$ cat src/rtl/gcd_operand_pairer.sv
// Packs consecutive 16-bit operands into {a, b} GCD requests, buffered in a small FIFO.
// Optional GCD_PAIRER_ORDER_EN orders each pair as {max, min} before it is queued.
module gcd_operand_pairer #(
  parameter int unsigned p_depth = 2
) (
  input  logic        clk,
  input  logic        rst,
  input  logic        istream_val,
  output logic        istream_rdy,
  input  logic [15:0] istream_msg,
  output logic        ostream_val,
  input  logic        ostream_rdy,
  output logic [31:0] ostream_msg
);

  localparam int unsigned PtrW = (p_depth > 1) ? $clog2(p_depth) : 1;
  localparam int unsigned CntW = $clog2(p_depth + 1);

  localparam logic StEmpty = 1'b0;
  localparam logic StHalf  = 1'b1;

  logic            state_q, state_d;
  logic [15:0]     a_q;
  logic [31:0]     mem [p_depth];
  logic [PtrW-1:0] head_q, head_d;
  logic [PtrW-1:0] tail_q, tail_d;
  logic [CntW-1:0] count_q, count_d;

  logic        queue_full;
  logic        queue_empty;
  logic        in_xfer;
  logic        enq;
  logic        deq;
  logic [31:0] pair;

  assign queue_full  = (count_q == CntW'(p_depth));
  assign queue_empty = (count_q == '0);

  // Depends on registered state only, so there is no path from ostream_rdy.
  assign istream_rdy = !((state_q == StHalf) && queue_full);
  assign ostream_val = !queue_empty;
  assign ostream_msg = mem[head_q];

  assign in_xfer = istream_val & istream_rdy;
  assign enq     = in_xfer & (state_q == StHalf);
  assign deq     = ostream_val & ostream_rdy;

`ifdef GCD_PAIRER_ORDER_EN
  always_comb begin
    if (a_q < istream_msg) pair = {istream_msg, a_q};
    else                   pair = {a_q, istream_msg};
  end
`else
  assign pair = {a_q, istream_msg};
`endif

  always_comb begin
    state_d = state_q;
    if (in_xfer) state_d = (state_q == StEmpty) ? StHalf : StEmpty;
  end

  always_comb begin
    head_d  = head_q;
    tail_d  = tail_q;
    count_d = count_q;
    if (deq) head_d = (head_q == PtrW'(p_depth - 1)) ? '0 : head_q + 1'b1;
    if (enq) tail_d = (tail_q == PtrW'(p_depth - 1)) ? '0 : tail_q + 1'b1;
    unique case ({enq, deq})
      2'b10:   count_d = count_q + 1'b1;
      2'b01:   count_d = count_q - 1'b1;
      default: count_d = count_q;
    endcase
  end

  always_ff @(posedge clk or negedge rst) begin
    if (!rst) begin
      state_q <= StEmpty;
      head_q  <= '0;
      tail_q  <= '0;
      count_q <= '0;
    end else begin
      state_q <= state_d;
      head_q  <= head_d;
      tail_q  <= tail_d;
      count_q <= count_d;
    end
  end

  // Data storage carries no reset; validity is tracked by state and count.
  always_ff @(posedge clk) begin
    if (in_xfer && (state_q == StEmpty)) a_q <= istream_msg;
    if (enq) mem[tail_q] <= pair;
  end

endmodule

$ cat config.mk
export PLATFORM = sky130hd
export DESIGN_NAME = gcd_operand_pairer
export DESIGN_NICKNAME = d
export VERILOG_FILES = /design/src/rtl/gcd_operand_pairer.sv
export SDC_FILE = /design/constraint.sdc
export NUM_CORES = 1
export LEC_CHECK = 0
export ABC_AREA = 1
export CAP_MARGIN = 20
export CORE_UTILIZATION = 48
export CTS_BUF_LIST = sky130_fd_sc_hd__clkbuf_8 sky130_fd_sc_hd__clkbuf_16
export CTS_CLUSTER_SIZE = 30
export DETAILED_ROUTE_END_ITERATION = 10
export PLACE_DENSITY = 0.72
export SLEW_MARGIN = 20
export SYNTH_ARGS = -nofsm -noshare
export SYNTH_HDL_FRONTEND = slang
export SYNTH_SLANG_ARGS = --single-unit
$ cat constraint.sdc
create_clock -name clk -period 2.65 [get_ports clk]
set_input_delay 0.53 -clock clk [delete_from_list [all_inputs] [get_ports clk]]
set_output_delay 0.53 -clock clk [all_outputs]
set_load 0.02 [all_outputs]
; Yosys cells after proc, flatten, opt, wreduce, memory -nomap -nowiden
; Memories as Yosys holds them, arrays and structs flattened.
; Cells that the tools add are included.
[classes]
bitwise_logic = 4
eq_ne = 3
n_reduce_logical = 6
n_mux = 6
n_addsub = 4
[op_table]
columns = operator, count
row1 = 1-bit two-way mux, 5
row2 = 2-bit equality test (second input constant), 2
row3 = 2-bit one-hot mux with 2 select lines, 1
row4 = 1-bit AND, 3
row5 = 1-bit adder (second input constant), 2
row6 = 2-bit by 1-bit adder with 2-bit output (second input constant), 1
row7 = 2-bit by 1-bit equality test with 1-bit output (second input constant), 1
row8 = 1-bit logical AND, 2
row9 = 1-bit logical NOT, 2
row10 = 2-bit logical NOT, 1
row11 = 2-bit nonzero test, 1
row12 = 2-bit by 1-bit subtractor with 2-bit output (second input constant), 1
row13 = 1-bit inverter, 1
[totals]
mem_bits_rw = 64
ff_bits = 21
n_memories = 1
elab_cells = 29
out_inout_bits = 34
input_bits = 20
[mem_list]
columns = name, depth, word_bits, rd, rd_ports_with_merged_regs, wr, line_no
row1 = mem, 2, 32, 1, 0, 1, 24  ; logic [31:0] mem [p_depth];

; Longest topological paths before layout
; Gate-level depths: netlist of the first run.
[logic_depth]
depth_word = 7
ltp_mapped = 10
ltp_nobuf = 10

; Worst setup path before layout of the first run
; OpenSTA, ideal clock, no wires.
[synth_timing]
path_type = input -> register
startpoint = input istream_val
endpoint = memory mem[1][0] (enable)
t_arrival_ns = 1.975
setup_time_ns = 0.421
n_path_buf = 0
setup_slack_ns = 0.254
required_time_ns = 2.229
stages = 2
path_cell_list = nand3_4 nor2_1
[synth_between]
elab_chain_cells = 4
[synth_rtl]
columns = item, line_no
row1 = start: declaration, 8  ; input logic istream_val,
row2 = 1-bit AND, 44  ; assign in_xfer = istream_val & istream_rdy;
row3 = 1-bit AND, 45  ; assign enq = in_xfer & (state_q == StHalf);
row4 = 1-bit two-way mux, 92  ; if (enq) mem[tail_q] <= pair;
row5 = 1-bit two-way mux (not written as such), 92
row6 = end: declaration, 24
; No other way between the ends.

; Worst setup path in the final report of the first run
[layout_timing]
startpoint = register head_q
endpoint = output ostream_msg[28]
[layout_between]
elab_chain_cells = 1
[layout_rtl]
columns = item, line_no
row1 = start: declaration, 25  ; logic [PtrW-1:0] head_q, head_d;
row2 = start signal: assignment, 78  ; head_q <= '0;
row3 = start signal: assignment, 83  ; head_q <= head_d;
row4 = memory read 2 x 32 bit, --
row5 = end: declaration, 13  ; output logic [31:0] ostream_msg
; No other way between the ends.

==> results.md, run 1 <==
* Status: finished clean
* Core Rows at 29
* Initial antenna violation count at 0
* Final hold viol count at 0
* CP max stage cell: clkdlybuf4s50_1
* Core area at 0.00639 mm²
* Vias at 1782
* Die span in x at 83.5 µm
* Total negative setup slack at 0 ns
* Layout cell share with drive strength beyond 1 at 13.7%
* GR Overflow Total at 0
* Ports at 54
* Commonest cells post-synth: nand2_1, edfxtp_1, nand2_2
* Nets at 307
* P_leak at 1.55 nW
* Final period utilization at 90.3%
* Worst setup path endpoint: ostream_msg[28]
* Worst hold path class: in2async
* Vias in the first global route at 1791
* Number of port buffers at 53
* Area delta synth->final at 25.5%
* Post-cts sizing count at 0
* Worst slack, placed at 0.562 ns
* Register area share after synthesis at 79.3%
* Latest clock arrival within the worst-skew pair at 0.34 ns
* Tmin final at 2.39 ns
* Slowest stage delay, CP at 0.60 ns
* Worst slew pin tran at 0.455 ns
* Kind of cell with the highest combined delay on the critical path: buffers and inverters
* Reg power frac at 42.3%
* Initial core utilization at 49.9%
* CP cell instances: inv_8 -> nand2_1 -> nand2_1 -> clkdlybuf4s50_1
* Crit path launch: head_q$_DFFE_PN0P_
* Maximum vdd drop at 0.629 mV
* Most frequent cell after synthesis: nand2_1
* Sw Share at 35.1%
* Clk pin slew, worst setup/hold paths at 0.08 ns
* Drt first pass iters at 4
* Relative slew slack at 69.7%
* Pwr Density at 1140 mW/mm²
* Die Height at 83.5 µm
* GP Congestion at 0.679
* Post-CTS Setup Repair Bufs at 0
* Comb power frac at 37.4%
* CP Class: reg2out
* Crit. path cell count at 4
* Unrepaired setup endpoints after global routing: no
* EDFF count, synth at 80
* Worst setup margin at 0.258 ns
* Arrival @ worst endpoint at 1.86 ns
* Initial drt markers at 124
* Cell variety after synth at 17
* Worst Path Buf+Inv at 2
* CTS Buffer Depth at 2
* Yosys warnings at 0
* R2R cell count at 5
* FFs w/ async S/R, synth at 5.88%
* R2r startpoint: count_q[0]$_DFFE_PN0P_
* Fillcell total at 507
* Die area at 0.00697 mm²
* Syn Inst Count at 222
* Setup-failing EPs final at 0
* CTS Sinks at 85
* Hpwl dp at 3.24 mm
* Antenna fix cells at 0
* Final Skew at 0.00849 ns
* Startpoint class of the critical path: flop
* H-tree depth at 3
* Clock power share at 20.4%
* Cell-internal power at 2.94 mW
* First-pass GRT wire length at 8.49 mm
* Remaining antenna violation count after routing at 0
* Switch Pwr at 1.59 mW
* Root buf cell: clkbuf_8
* DRC at 0
* Largest area contributor in the netlist: edfxtp_1
* GRT Util Overall at 16.4%
* Post-synth top area share at 75.4%
* CTS Hold Buffers Added at 0
* Worst setup EP type: output port
* Net Count, Synth at 243
* Crit Reg-Reg Endpoint: mem[0][15]$_DFFE_PP_
* #FFs+latches synth at 85
* Maxcap violations at 0
* Vias per cell at 4.84
* Flop-to-flop setup slack at 1.13 ns
* Critical path's most frequent cell: nand2_1
* Post-Syn Area per Cell at 14.3 µm²
* FMAX at 0.418 GHz
* Area contributors post-synth: edfxtp_1, nand2_1, dfrtp_1
* CTS tree: yes
* Inserted Clock Buffers at 9
* Slew Limit Fails at 0
* Crit path required time at 2.12 ns
* Most used flip-flop cell after synthesis: edfxtp_1
* Largest net degree at the start of global routing at 34
* CP Max Fanout at 33
* DRT Wirelength at 5.25 mm
* Cell area after synthesis at 0.00319 mm²
* Routed wire length per instance at 14.3 µm
[registers in the layout (all words and copies together) (netlist names)]
| register | cells |
|---|---|
| tail_q | 1 |
| count_q | 2 |
| state_q | 1 |
| head_q | 1 |
| mem | 64 |
| a_q | 16 |
[per-layer routing]
metal,vias up,part of all wire (%),track usage (%)
li1,877,-,-
met1,852,42,19.3
met2,45,53,28.8
met3,8,4.0,3.56
met4,0,1.7,7.86
met5,-,0,0
[final cells by class]
type	instances	area, µm²	area share [%]
tap	77	96.3	2.41
multi-input combinational	119	524	13.1
sequential	85	2530	63.2
clock buffer	9	124	3.10
timing repair buffer	60	596	14.9
inverter	11	48.8	1.22
clock inverter	7	80.1	2.00
[per-stage QoR]
step / hold slack, ns / std cells / cell area (µm²) / power (mW) / utilization [%]
finish: 0.413 / 368 / 4000 / 4.54 / 62.6
CTS: 0.410 / 368 / 4000 / 4.59 / 62.6
detailed placement: 0.430 / 352 / 3790 / 3.66 / 59.4
global placement: 0.422 / 352 / 3790 / 3.62 / 59.4
floorplan: 0.234 / 222 / 3190 / 2.98 / -
global route: 0.418 / 368 / 4000 / 4.78 / 62.6
[cells in the final DEF, fill, tap and decap left out]
cell             instances
clkinv_4                 1
clkinvlp_4               1
inv_8                    2
or2_1                    1
nor2_4                   1
inv_1                    9
nor2_2                   1
clkinv_2                 1
nand2_2                 12
nand3_4                  1
xnor2_1                  1
bufinv_16                1
edfxtp_1                80
ha_1                     1
buf_12                   1
dfrtp_1                  5
nand4_1                  2
inv_2                    1
nand3_1                  2
clkdlybuf4s50_1         53
buf_4                    6
inv_6                    2
nand2_1                 97
clkbuf_8                 9
[power by group through the flow]
stage          Clock, mW  Sequential [mW]  Combinational [mW]
2_1_floorplan          0             1.91                1.07
6_report           0.923             1.92                1.69
4_1_cts            0.942             1.92                1.73
5_1_grt            0.994             1.95                1.85
3_3_place_gp           0             1.93                1.69
3_5_place_dp           0             1.95                1.72
[worst min-delay path by stage]
stage	start	end	slack, ns	depth (start not counted)
6_report	rst	head_q$_DFFE_PN0P_	0.41	1
5_1_grt	rst	count_q[0]$_DFFE_PN0P_	0.42	1
4_1_cts	rst	head_q$_DFFE_PN0P_	0.41	1
3_5_place_dp	a_q[12]$_DFFE_PP_	mem[0][28]$_DFFE_PP_	0.43	0
3_3_place_gp	a_q[2]$_DFFE_PP_	mem[0][18]$_DFFE_PP_	0.42	0
2_1_floorplan	rst	count_q[0]$_DFFE_PN0P_	0.23	0
[logic make-up (layout without fill, tap and decap cells)]
group                    Yosys count  after routing  share of synthesized area, %
adder cells (fa/ha/maj)            1              1                         0.393
XOR/XNOR                           1              1                         0.275
flip-flops                        85             85                          79.3
AND/OR/NAND/NOR                  117            117                          15.5
buffers and inverters             18             87                          4.52
(Power assumes the default switching activity.)
==> inputs of run 2 (changes only) <==
Settings changed: CELL_PAD_IN_SITES_DETAIL_PLACEMENT from default to 1, CELL_PAD_IN_SITES_GLOBAL_PLACEMENT from default to 1, CORE_UTILIZATION 48 to 43, PLACE_DENSITY 0.72 to 0.78.
==> run 2 against run 1 <==
Compared with the run above:
- setup slack worse by 0.087 ns
- fmax down 3.5%
- critical path depth stayed put
- worst hold slack worse by 0.0075 ns
- count of clock-buffer cells in the layout is the same
- final cell count increased by 6.0%
- total power is 0.65% higher
- largest power group unchanged
- highest routed layer unchanged
==> results.md, run 2 (same netlist as run 1, synthesis figures left out) <==
* Layout cell share with drive strength beyond 1 at 13.7% (unchanged)
* CP Class: reg2out
* GP Congestion at 0.699 (+3.0%)
* Nets at 307 (unchanged)
* Die Height at 88.1 µm (+5.5%)
* Slowest stage delay, CP at 0.61 ns (about the same)
* Most common cell after layout, fill and taps aside: nand2_1
* Critical path's most frequent cell: nand2_1
* Routed wire length per instance at 15.8 µm (+11%)
* Sw Share at 35.8% (+0.71 points)
* CP max stage cell: clkdlybuf4s50_1
* Top flop regs: mem x64, a_q x16, count_q x2
* Final Skew at 0.00979 ns (+0.00130 ns)
* Initial drt markers at 103 (-17%)
* DRC at 0 (unchanged)
* Initial antenna violation count at 0 (unchanged)
* Latest clock arrival within the worst-skew pair at 0.35 ns (about the same)
* Reg power frac at 42.1% (-0.2 points)
* Cell-internal power at 2.93 mW (-0.46%)
* Maxcap violations at 0 (unchanged)
* Core Rows at 31 (+6.9%)
* Multi-input gate area in the final layout at 524 µm² (unchanged)
* Switch Pwr at 1.64 mW (+2.7%)
* H-tree depth at 3 (unchanged)
* Placed cells at 374 (+6.3%)
* Worst hold margin at 0.406 ns (-0.00746 ns)
* P_leak at 1.54 nW (-0.57%)
* Final hold viol count at 0 (unchanged)
* Largest net degree at the start of global routing at 34 (unchanged)
* Initial core utilization at 44.2% (-5.7 points)
* CP Max Fanout at 32 (-3.0%)
* R2R cell count at 5 (unchanged)
* Die span in x at 88.1 µm (+5.5%)
* Vias in the first global route at 1871 (+4.5%)
* Antenna fix cells at 0 (unchanged)
* Core area at 0.00721 mm² (+13%)
* Comb power frac at 37.3% (about the same)
* CTS Sinks at 85 (unchanged)
* Flop-to-flop setup slack at 1.22 ns (+0.09 ns)
* Leading cell types in the layout, fill and taps excluded: nand2_1, edfxtp_1, clkdlybuf4s50_1
* Worst setup EP type: output port
* Number of port buffers at 53 (unchanged)
* Crit Reg-Reg Endpoint: mem[0][3]$_DFFE_PP_
* DRT Wirelength at 6.15 mm (+17%)
* Worst slew pin tran at 0.294 ns (-0.161 ns)
* Setup-failing EPs final at 0 (unchanged)
* Maximum vdd drop at 0.522 mV (-17%)
* Post-CTS Setup Repair Bufs at 0 (unchanged)
* Clk pin slew, worst setup/hold paths at 0.09 ns (about the same)
* FMAX at 0.403 GHz (-3.5%)
* Inserted Clock Buffers at 9 (unchanged)
* Drt first pass iters at 4 (unchanged)
* Ports at 54 (unchanged)
* Die area at 0.00776 mm² (+11%)
* GR Overflow Total at 0 (unchanged)
* CP cell instances: buf_6 -> nand2_1 -> nand2_1 -> clkdlybuf4s50_1
* Total negative setup slack at 0 ns (unchanged)
* Unrepaired setup endpoints after global routing: no
* Startpoint class of the critical path: flop
* CTS Buffer Depth at 2 (unchanged)
* Status: finished clean
* Register Area at 0.00253 mm² (unchanged)
* R2r startpoint: count_q[0]$_DFFE_PN0P_
* Final std cells w/o fill at 390 (+6.0%)
* Fillcell total at 749 (+48%)
* First-pass GRT wire length at 9.06 mm (+6.7%)
* Hpwl dp at 4.10 mm (+26%)
* Most flop-heavy register: mem
* Root buf cell: clkbuf_8
* Worst setup margin at 0.171 ns (-0.0873 ns)
* Clock power share at 20.6% (+0.2 points)
* Relative slew slack at 80.4% (+11 points)
* Area delta synth->final at 26.1%
* Vias per cell at 4.66 (-3.8%)
* Tmin final at 2.48 ns (+0.0873 ns)
* Worst slack, placed at 0.432 ns (-0.130 ns)
* Remaining antenna violation count after routing at 0 (unchanged)
* CTS tree: yes
* Vias at 1816 (+1.9%)
* Post-cts sizing count at 0 (unchanged)
* CTS Hold Buffers Added at 0 (unchanged)
* Pwr Density at 1140 mW/mm² (+0.15%)
* Worst hold path class: in2async
* Largest register FFs at 64 (unchanged)
* Arrival @ worst endpoint at 1.95 ns (+0.09 ns)
* GRT Util Overall at 16.8% (+0.40 points)
* Slew Limit Fails at 0 (unchanged)
* Final period utilization at 93.6% (+3.3 points)
* Crit path required time at 2.12 ns (about the same)
## run 2: cell type report
| class | instances | area share, % |
|---|---|---|
| clock inverter | 7 | 2.02 |
| clock buffer | 9 | 3.08 |
| sequential | 85 | 62.9 |
| tap | 99 | 3.08 |
| inverter | 11 | 1.21 |
| multi-input combinational | 119 | 13.1 |
| timing repair buffer | 60 | 14.6 |
## run 2: worst max path at each step
stage / cells past startpoint / end / slack [ns] / start
after global routing: 4 / ostream_msg[9] / 0.07 / head_q$_DFFE_PN0P_
after global placement: 4 / ostream_msg[3] / 0.50 / head_q$_DFFE_PN0P_
after floorplan: 2 / mem[1][0]$_DFFE_PP_ / 0.25 / istream_val
after CTS: 4 / ostream_msg[26] / 0.03 / head_q$_DFFE_PN0P_
after detailed placement: 4 / ostream_msg[26] / 0.43 / head_q$_DFFE_PN0P_
final: 4 / ostream_msg[7] / 0.17 / head_q$_DFFE_PN0P_
## run 2: stage by stage
stage                     cell area, µm²  util, %  power [mW]
final                               4020     55.7        4.57
after global routing                4020     55.7        4.81
after CTS                           4010     55.6        4.63
after detailed placement            3810     52.8        3.69
after global placement              3810     52.8        3.61
after floorplan                     3190        -        2.98
## run 2: critical path: cells and delay by family (launching register included)
| kind | cells | cell delay, ns |
|---|---|---|
| flip-flops | 1 | 0.49 |
| buffers and inverters | 2 | 0.91 |
| AND/OR/NAND/NOR | 2 | 0.20 |
## run 2: routing by layer
layer,vias up,routed length (µm),track usage [%]
met3,4,265,4.90
met1,897,2420,18.3
met2,44,3410,30.9
li1,871,-,-
met4,0,56,6.60
met5,-,0,0
## run 2: power by group through the flow
stage,clock [mW],combinational (mW),sequential [mW]
6_report,0.939,1.70,1.92
5_1_grt,1.01,1.85,1.95
4_1_cts,0.966,1.74,1.93
3_5_place_dp,0,1.73,1.96
3_3_place_gp,0,1.68,1.93
2_1_floorplan,0,1.07,1.91
==> inputs of run 3 (changes only) <==
Settings changed: CTS_CLUSTER_SIZE 30 to 28.
==> results of run 3 <==
No change in the layout: final DEF, timing and power equal those of run 2.
==> variant 1, RTL diff (settings of run 2) <==
The parameter `p_depth` goes from 2 to 1.
--- a/src/rtl/gcd_operand_pairer.sv
+++ b/src/rtl/gcd_operand_pairer.sv
@@ -3,3 +3,3 @@
 module gcd_operand_pairer #(
-  parameter int unsigned p_depth = 2
+  parameter int unsigned p_depth = 1
 ) (
Behaviour: not the same (Yosys sat finds a counterexample within 4 cycles, from zero or initial values and one cycle with rst low).
==> variant 1 against run 2 <==
Register-to-register slack got worse by 0.05 ns. Count of clock-buffer cells in the layout decreased by 4. Area after synthesis fell by 52%. Sequential share of layout area up 3.6 points. Setup slack gained 0.52 ns. Wire length fell by 59%. Sequential cell count down 35. Design area is 44% lower. Power shrank 54%. First-iteration DRC count is 80% lower. Critical path type unchanged. Largest power group unchanged.
==> variant 1: results (changes against run 2) <==
Placement
  • Routability cong.: 0.656 (-6.1%)
  • Final HPWL DP: 1840 µm (-55%)
  • DP Area: 0.00214 mm² (-44%)
  • Port bufs: 53 (unchanged)

Critical path
  • CP max FO: 4 (-88%)
  • Crit path DAT: 1.43 ns (-0.52 ns)

Layout
  • Sequential cell count: 50 (-41%)
  • Area of the multi-input gates: 32.5 µm² (-94%)
  • Layout cell share with drive strength beyond 1: 5.69% (-8.1 points)
  • Area taken by flip-flops and latches: 0.00149 mm² (-41%)
  • Largest registers: mem x32, a_q x16
  • Seq area share: 66.6% (+3.6 points)
  • Non-clock buffers: 54 (-10%)
  • Filler instances: 288 (-62%)
  • ClkCell Share: 4.58% (-0.53 points)
  • Inverter count: 5 (-6)
  • Non-clock buffer share of cell area: 24.0% (+9.4 points)
  • Comb_multi_in: 7 (-94%)
  • Final nets: 143 (-53%)

Pwr
  • Lkg Pwr: 0.781 nW (-49%)
  • Sw frac: 26.0% (-9.9 points)
  • Clock group: 0.491 mW (-48%)
  • Peak VDD IR: 0.000510 V (-2.3%)

Logic synthesis
  • Fraction of registers with async set/reset: 4.00% (-1.9 points)
  • Synth top area cells: edfxtp_1 93%, dfrtp_1 3.2%, inv_1 1.2%
  • Post-synthesis net count: 82 (-66%)
  • Synth top cells by count: 48 x edfxtp_1, 5 x inv_1, 3 x nand2_1, 2 x dfrtp_1, 2 x nand3_1
  • Post-synth EDFFs: 48 (-40%)
  • Post-synthesis sequential area ratio: 96.7% (+17 points)

Clock tree
  • H-Tree Depth: 2 (-1)
  • TritonCTS Buffers: 5 (-4)

Routing
  • Wire length per cell: 15.0 µm (-5.0%)
  • Via Count: 760 (-58%)
  • First-pass DRT Iterations: 3 (-1)
  • DRT antenna net count: 0 (unchanged)
  • DR iter-0 viols: 21 (-80%)

GRT
  • Largest net degree at the start of global routing: 33 (-2.9%)
  • Vias in the first global route: 750 (-60%)
  • Global-route wire length before repair: 3550 µm (-61%)

Status
  • Result of the run: finished clean

STA
  • Final clock skew: 0.00820 ns (-0.00159 ns)
==> variant 1: cell count changes after synthesis, moves of 2 or more <==
cell      before  now
nor2_1         2    0
nand4_1        2    0
edfxtp_1      80   48
nand2_2       12    0
dfrtp_1        5    2
buf_6          3    0
inv_1          9    5
clkbuf_8       3    0
nand2_1       97    3
==> variant 1: per-layer routing <==
layer  part of all wire [%]  up-vias  wire length (µm)  track usage [%]
met5                      0        -                 0                0
met4                    1.5        0                38             5.71
met3                    7.9        5               201             6.63
met2                     51       40              1300             25.7
met1                     39      361               991             14.5
li1                       -      354                 -                -
==> variant 1: logic make-up (layout without fill, tap and decap cells) <==
family                 count (synthesis)  after routing  synth area share, %
AO/OA/AOI/OAI                          1              1                0.324
buffers and inverters                  5             66                 1.22
flip-flops                            50             50                 96.7
AND/OR/NAND/NOR                        6              6                 1.78
==> variant 1: worst paths after layout <==
kind | end | slack [ns] | startpoint | cells past startpoint
worst max-delay path | istream_rdy | 0.69 | ostream_val | 2
worst min-delay path | state_q | 0.40 | rst | 1
worst max register to register | a_q[8] | 1.17 | ostream_val | 3
worst min register to register | mem[0][21] | 0.42 | a_q[5] | 0
max in group asynchronous | ostream_val | 2.14 | rst | 1
min in group clk | mem[0][21] | 0.42 | a_q[5] | 0
==> variant 1: per-stage QoR <==
step           hold WS [ns]  worst slack [ns]  power (mW)  utilization, %  instances
2_1_floorplan         0.234             0.997        1.36               -         62
3_3_place_gp          0.401             0.684        1.60            63.1        162
3_5_place_dp          0.406             0.626        1.64            63.1        162
4_1_cts               0.386             0.675        2.12            66.1        169
5_1_grt               0.382             0.637        2.18            66.1        169
6_report              0.396             0.692        2.10            66.1        169
==> variant 1: worst max-delay path, cell delays in order (launching register included) <==
cell and delay [ns]:
dfrtp_1 0.41, nand2_1 0.12, clkdlybuf4s50_1 0.61
==> variant 2, RTL diff (config.mk and constraints of run 2) <==
Without the edit above. Make the reset (`rst`) synchronous in one clocked block.
--- a/src/rtl/gcd_operand_pairer.sv
+++ b/src/rtl/gcd_operand_pairer.sv
@@ -74,3 +74,3 @@
 
-  always_ff @(posedge clk or negedge rst) begin
+  always_ff @(posedge clk) begin
     if (!rst) begin
Behaviour: differs if rst is asserted again (counterexample within 4 cycles, from zero or initial values and one cycle with rst low); with rst held inactive, the same outputs for 10 cycles.
==> variant 2 against run 2 <==
Cell count shrank 15%. Setup slack worse by 0.028 ns. Area after synthesis increased by 1.9%. Die area rose by 1.9%. Register-to-register slack got worse by 0.06 ns. Synthesized cell count down 27%. Sequential cell count up 1. Wire length shrank 6.4%. Design area grew 2.6%. Critical endpoint is now ostream_msg[15].
Power is not compared: it rests on default switching activity, and its combinational part moved more than twofold at a synthesized area within 25%.
==> variant 2: results (changes against run 2) <==
Routing
  • Avg Vias per Cell: 4.74 (+1.8%)
  • First-pass DRT Iterations: 3 (-1)
  • WL final: 5760 µm (-6.4%)
  • DR iter-0 viols: 75 (-27%)
  • Via Count: 1569 (-14%)

Placement
  • Placed insts: 315 (-16%)
  • Routability cong.: 0.651 (-6.8%)
  • Port bufs: 53 (unchanged)
  • Final HPWL DP: 3620 µm (-12%)

STA
  • Max Slew Vio Count: 0 (unchanged)
  • Slew HR: 77.9% (-2.5 points)
  • Final clock skew: 0.00928 ns (-0.000511 ns)

Layout
  • Layout cell share with drive strength beyond 1: 24.6% (+11 points)
  • Antenna cell count: 0 (unchanged)
  • Final nets: 248 (-19%)
  • Largest registers: mem x64, a_q x16, count_q x2

Logic synthesis
  • Post-synth EDFFs: 80 (unchanged)
  • Compound-Gate Fraction of Synth Area: 0.771% (+0.77 points)
  • XOR/XNOR Fraction of Synth Area: 0% (-0.27 points)
  • Fraction of registers with async set/reset: 0% (-5.9 points)
  • Synth top cells by count: 80 x edfxtp_1, 30 x mux2_4, 10 x nor2_1, 9 x inv_1, 9 x nand2_1
  • Multiplexer area fraction after synthesis: 14.6% (+15 points)
  • Synth top area cells: edfxtp_1 74%, mux2_4 14%, dfxtp_1 3.7%
  • Post-Syn Instances: 161 (-27%)
  • Adder-cell area share of the yosys netlist: 0.385% (-0.0074 points)
  • Post-synthesis sequential area ratio: 77.7% (-1.7 points)
  • Post-synthesis net count: 182 (-25%)
  • Synth top area share: 74.0% (-1.4 points)
  • Synth unique cells: 19 (+2)
  • YS warnings: 0 (unchanged)

Clock tree
  • Total setup buffers inserted after CTS: 0 (unchanged)
  • Clock latency on the worst-skew pair: 0.34 ns
  • H-Tree Depth: 3 (unchanged)
  • Max Root-Sink Buffers: 2 (unchanged)
  • Clk slew on worst S/H paths: 0.08 ns
  • Clock root buffer: clkbuf_8
  • TritonCTS Buffers: 9 (unchanged)

Status
  • Result of the run: finished clean

Pwr
  • Lkg Pwr: 1.47 nW
  • Peak VDD IR: around 0.00037 V

GRT
  • Antenna violations before repair: 0 (unchanged)
  • Global-route wire length before repair: 8490 µm (-6.2%)
  • Largest net degree at the start of global routing: 33 (-2.9%)
  • Tot GR Track Use: 15.6% (-1.2 points)

Critical path
  • CP max FO: 28 (-13%)
  • Crit path DAT: 1.98 ns (+0.03 ns)

Min path
  • Worst Hold Class: register to register
[variant 2: changes by cell type after synthesis, sizes merged]
cell,run 2,this run
a21oi,0,1
clkbuf,3,0
dfrtp,5,0
dfxtp,0,6
inv,11,10
mux2,0,32
nand2,109,10
nand3,3,2
nor2,2,10
o211ai,0,1
o21a,0,1
o21ai,0,1
or2,1,0
xnor2,1,0
[variant 2: routing by layer]
metal	vias up	share of wire [%]	GRT usage (%)
met3	4	4.2	3.97
met2	37	52	25.7
li1	733	-	-
met4	0	0.78	8.36
met1	795	43	19.1
met5	-	0	0
[variant 2: critical path: stages, from the launching register on]
cell and delay [ns]:
dfxtp_2 0.45, buf_12 0.26, mux2_2 0.38, clkdlybuf4s50_1 0.54
[variant 2: cell families after synthesis]
| group | after synthesis |
|---|---|
| AOI/OAI and AO/OA | 4 |
| muxes | 32 |
| adders and majority gates | 1 |
| and+or+nand+nor | 24 |
| DFF | 86 |
| buffers and inverters | 14 |
[variant 2: worst paths after layout]
path                                 start               to  slack, ns  depth (start not counted)
worst max register to register  count_q[0]       count_q[1]       1.16                          9
worst min register to register      a_q[9]       mem[0][25]       0.45                          0
worst max-delay path              register  ostream_msg[15]       0.14                          3
worst min-delay path                a_q[9]       mem[0][25]       0.45                          0
[variant 2: report_power, final]
part,total [mW],leakage [nW],internal [mW],switching (mW)
Sequential,1.58,0.785,1.55,0.0306
Combinational,0.425,0.580,0.223,0.202
Clock,0.968,0.104,0.525,0.444
Total,2.97,1.47,2.29,0.676
[variant 2: stage by stage]
| step | total power, mW | hold WS (ns) | util, % | instance area, µm² | setup slack, ns |
|---|---|---|---|---|---|
| after floorplan | 1.86 | 0.421 | - | 3250 | 0.233 |
| after global placement | 2.02 | 0.423 | 53.6 | 3910 | 0.548 |
| after detailed placement | 2.03 | 0.433 | 53.6 | 3910 | 0.509 |
| after CTS | 3.01 | 0.456 | 56.5 | 4120 | 0.104 |
| after global routing | 3.08 | 0.468 | 56.5 | 4120 | 0.0617 |
| final | 2.97 | 0.453 | 56.5 | 4120 | 0.142 |
[variant 2: area by class of cell]
type / count / area [µm²]
fill: 688 / 3170
multi-input combinational: 61 / 623
clock buffer: 9 / 124
timing repair buffer: 59 / 601
inverter: 10 / 37.5
sequential: 86 / 2520
tap: 99 / 124
clock inverter: 7 / 88.8
